`src/rtl/carryadder.sv`:
```
// carryadder: 4-bit carry-lookahead adder with registered outputs.
//
// Each carry is a flat two-level sum of products of the per-bit
// generate (g = a & b) and propagate (p = a ^ b) terms. There is no ripple
// chain between bit positions.
//
// Timing: every input is sampled on the rising edge of clk. The result
// appears on the outputs after that same edge, so the latency is one cycle.
// There is no valid/ready handshake. A new operand set is accepted on every
// cycle.
//
// Reset: rst is synchronous and active-high. It overrides the operands at
// every edge where it is asserted.
//
// Optional build macro: CARRYADDER_GROUP_PG_EN. When it is defined, the
// block gains the registered group outputs gp and gg, which feed a
// second-level lookahead unit.
module carryadder (
    input  logic clk,
    input  logic rst,
    input  logic c0,
    input  logic a0,
    input  logic b0,
    input  logic a1,
    input  logic b1,
    input  logic a2,
    input  logic b2,
    input  logic a3,
    input  logic b3,
    output logic s0,
    output logic s1,
    output logic s2,
`ifdef CARRYADDER_GROUP_PG_EN
    output logic s3,
    output logic c4,
    output logic gp,
    output logic gg
`else
    output logic s3,
    output logic c4
`endif
);

    logic g0, g1, g2, g3;
    logic p0, p1, p2, p3;
    logic c1, c2, c3, c4n;
    logic s0n, s1n, s2n, s3n;
`ifdef CARRYADDER_GROUP_PG_EN
    logic gpn, ggn;
`endif

    // Per-bit generate and propagate terms.
    always_comb begin
        g0 = a0 & b0;
        g1 = a1 & b1;
        g2 = a2 & b2;
        g3 = a3 & b3;
        p0 = a0 ^ b0;
        p1 = a1 ^ b1;
        p2 = a2 ^ b2;
        p3 = a3 ^ b3;
    end

    // Lookahead carries. Each carry is computed directly from g, p and c0
    // and never from a neighbouring carry.
    always_comb begin
        c1  = g0 | (p0 & c0);
        c2  = g1 | (p1 & g0) | (p1 & p0 & c0);
        c3  = g2 | (p2 & g1) | (p2 & p1 & g0) | (p2 & p1 & p0 & c0);
        c4n = g3 | (p3 & g2) | (p3 & p2 & g1) | (p3 & p2 & p1 & g0)
                 | (p3 & p2 & p1 & p0 & c0);
    end

    // Sum bits: the propagate term XORed with the carry into that position.
    always_comb begin
        s0n = p0 ^ c0;
        s1n = p1 ^ c1;
        s2n = p2 ^ c2;
        s3n = p3 ^ c3;
    end

`ifdef CARRYADDER_GROUP_PG_EN
    // Group propagate and generate terms. They do not depend on c0, which
    // lets an upper-level unit supply the carry into this group.
    always_comb begin
        gpn = p3 & p2 & p1 & p0;
        ggn = g3 | (p3 & g2) | (p3 & p2 & g1) | (p3 & p2 & p1 & g0);
    end
`endif

    // Output registers. Reset clears them regardless of the operands.
    always_ff @(posedge clk) begin
        if (rst) begin
            s0 <= 1'b0;
            s1 <= 1'b0;
            s2 <= 1'b0;
            s3 <= 1'b0;
            c4 <= 1'b0;
        end else begin
            s0 <= s0n;
            s1 <= s1n;
            s2 <= s2n;
            s3 <= s3n;
            c4 <= c4n;
        end
    end

`ifdef CARRYADDER_GROUP_PG_EN
    // Group outputs are registered with the same latency and reset as the sum.
    always_ff @(posedge clk) begin
        if (rst) begin
            gp <= 1'b0;
            gg <= 1'b0;
        end else begin
            gp <= gpn;
            gg <= ggn;
        end
    end
`endif

endmodule

```
`config.mk`:
```
export PLATFORM = sky130hd
export DESIGN_NAME = carryadder
export DESIGN_NICKNAME = d
export VERILOG_FILES = /design/src/rtl/carryadder.sv
export SDC_FILE = /design/constraint.sdc
export NUM_CORES = 1
export LEC_CHECK = 0
export ABC_AREA = 1
export CELL_PAD_IN_SITES_DETAIL_PLACEMENT = 0
export CELL_PAD_IN_SITES_GLOBAL_PLACEMENT = 2
export CORE_UTILIZATION = 21
export CTS_BUF_LIST = sky130_fd_sc_hd__clkbuf_16
export DETAILED_ROUTE_END_ITERATION = 7
export HOLD_SLACK_MARGIN = 0.05
export MAX_ROUTING_LAYER = met4
export PLACE_DENSITY_LB_ADDON = 0.12
export SLEW_MARGIN = 25
export SYNTH_ARGS = -nofsm -noshare
export SYNTH_HDL_FRONTEND = slang
export SYNTH_SLANG_ARGS = --single-unit
```
`constraint.sdc`:
```
create_clock -name clk -period 1.8 [get_ports clk]
set_clock_uncertainty 0.1 [all_clocks]
set_input_delay 0.36 -clock clk [delete_from_list [all_inputs] [get_ports clk]]
set_output_delay 0.36 -clock clk [all_outputs]
set_load 0.005 [all_outputs]
```
==> results of run 1 <==
[layer usage]
layer  share of wire  wire (µm)
met5               0          0
met3           0.069         52
met1            0.48        362
met2            0.45        343
met4               0          0
[area by class of cell]
class,count,area share
Multi-Input combinational cell,33,0.350
Timing Repair Buffer,18,0.282
Sequential cell,5,0.164
Clock buffer,3,0.123
Inverter,7,0.0429
Tap cell,16,0.0327
Clock inverter,1,0.00613
[worst paths after layout]
check | start | to | slack (ns)
max | a0 | s3$_SDFF_PP0_ | 0.26
min | rst | s0$_SDFF_PP0_ | 0.64
[worst max-delay path, stage by stage]
cell	delay, ns
clkdlybuf4s50_1	0.45
ha_1	0.34
nand2_1	0.12
nand2_4	0.04
nand2_1	0.06
nand2_2	0.05
nor2_1	0.09
nor2_1	0.05
[flip-flops by register name, indices dropped and copies added, names as in the netlist]
name / flops
s0: 1
c4: 1
s3: 1
s1: 1
s2: 1
[where the power goes]
group	internal, µW	switching (µW)
Clock	287	67.1
Sequential	124	2.45
Combinational	71.6	51.5
[cell usage after synthesis, drive strengths merged]
master and count:
dfxtp 5, inv 7, nand2 8, xor2 1, fa 1, ha 5, nor2 8, nand4 2
nand3 4, a21oi 4
[cell families after synthesis]
| logic type | Yosys count | synth area share |
|---|---|---|
| xor+xnor | 1 | 0.0257 |
| flops | 5 | 0.294 |
| buf+inv | 7 | 0.0772 |
| compound gates | 4 | 0.0588 |
| fa+ha+maj | 6 | 0.243 |
| simple gates | 22 | 0.301 |
[stage by stage]
step,hold slack (ns),setup slack (ns)
finish,0.637,0.258
global route,0.652,0.138
CTS,0.644,0.249
detailed placement,0.871,0.0168
global placement,0.881,0.00746
floorplan,0.327,0.530
==> flow_metrics.py, run 1 <==
metrics = {
    "place": {
        "portBuffers": 15,
        "dp_cells": 79,
        "place_area_um2": 533,
        "place_hpwl_um": 634,
        "gp_congestion": 0.722,
    },
    "global_route": {
        "grt_max_degree": 7,
        "grt_overflow_total": 0,
        "use_met1": 0.106,
        "top_usage_layer": "met2",
        "grt_pass1_wl_um": 1350,
        "grt_use_total": 0.109,
        "antenna_found_initial": 0,
        "met2_usage": 0.169,
        "grt_pass1_vias": 333,
        "use_met3": 0.0776,
    },
    "route": {
        "totalWireLength_um": 758,
        "drt_iter0_markers": 6,
        "drt-pass1-iter-count": 4,
        "ant_nets": 0,
        "drc": 0,
        "vias": 345,
        "vias_per_cell": 4.16,
        "wl_per_cell_um": 9.13,
    },
    "synth": {
        "seq_area_frac_synth": 0.294,
        "avgSynthCellArea_um2": 7.56,
        "syn-cell-area_um2": 340,
        "ys_seq_elements": 5,
        "ys_warn_count": 0,
        "yosysTopAreaCell": "dfxtp_1",
        "yosys-top-cells-area": "dfxtp_1 (29%), ha_1 (18%), nor2_1 (8.8%)",
        "synth.distinct_cells": 12,
        "syn_inst": 45,
        "synth_top_area_frac": 0.294,
        "syn-num-nets": 62,
    },
    "clock_network": {
        "cts_made_buffers": 3,
        "clock-sinks": 5,
        "cts.clk_slew.worst_paths_ns": 0.03,
        "cts_buffer_depth": 2,
        "postCtsSetupRepairBufs": 0,
        "hold_buffers": 0,
        "cts_tree": "built",
        "root_buffer": "clkbuf_16",
        "cts_max_level": 1,
        "ctsResizeCount": 0,
    },
    "setup_path": {
        "arrival_ns": 1.56,
        "cp-end-kind": "register",
        "critPathMaxFanout": 3,
        "start_kind": "input port",
        "crit_required_ns": 1.82,
        "critical_path_class": "in -> reg",
    },
    "layout": {
        "area_growth_pct": 79.8,
        "final_area_um2": 612,
        "layout_common_cells": "clkdlybuf4s50_1 (15), inv_1 (8), nor2_1 (8), nand2_1 (6)",
        "regArea_um2": 100,
        "nets": 85,
        "antenna_cells": 0,
        "fin_cells": 83,
        "fin_util": 0.406,
        "final_common_cell": "clkdlybuf4s50_1",
        "fillers": 170,
        "multiInputGateArea_um2": 214,
        "drive_gt1_frac": 0.119,
    },
    "sta": {
        "fin_crit_sh": 0.857,
        "setup_viol_count_final": 0,
        "hold_viol_final": 0,
        "slew_violations": 0,
        "max_slew_margin": 0.875,
        "period_minus_slack_ns": 1.54,
        "tns_ns": 0,
        "worst_pin_slew_ns": 0.187,
        "grt_setup_unrepaired": "false",
        "fmax_mhz": 649,
    },
    "die": {
        "io-pin-count": 16,
        "dieArea_um2": 1790,
        "die_h_um": 42.3,
        "core_area_um2": 1510,
        "rows": 14,
        "start_util": 0.226,
        "die_w_um": 42.3,
    },
    "worst_hold_path": {
        "holdPathStages": 2,
        "hp-class": "in -> reg",
    },
    "status": {
        "outcome": "finished clean",
    },
    "pwr": {
        "fin_total_pwr_uw": 604,
        "ir_drop_mv": 0.509,
        "leakage_uw": 0.000299,
        "powerDensity_nw_per_um2": 987,
    },
    "job": {
        "cap_violations": 0,
    },
}
No activity file was read; power rests on OpenSTA's default activity.
==> run 2: changes to the inputs <==
--- a/config.mk
+++ b/config.mk
@@ -14,7 +14,6 @@
 export HOLD_SLACK_MARGIN = 0.05
 export MAX_ROUTING_LAYER = met4
 export PLACE_DENSITY_LB_ADDON = 0.12
-export SLEW_MARGIN = 25
 export SYNTH_ARGS = -nofsm -noshare
 export SYNTH_HDL_FRONTEND = slang
 export SYNTH_SLANG_ARGS = --single-unit
==> results of run 2 <==
Final layout, timing and power as in run 1 (identical DEF).
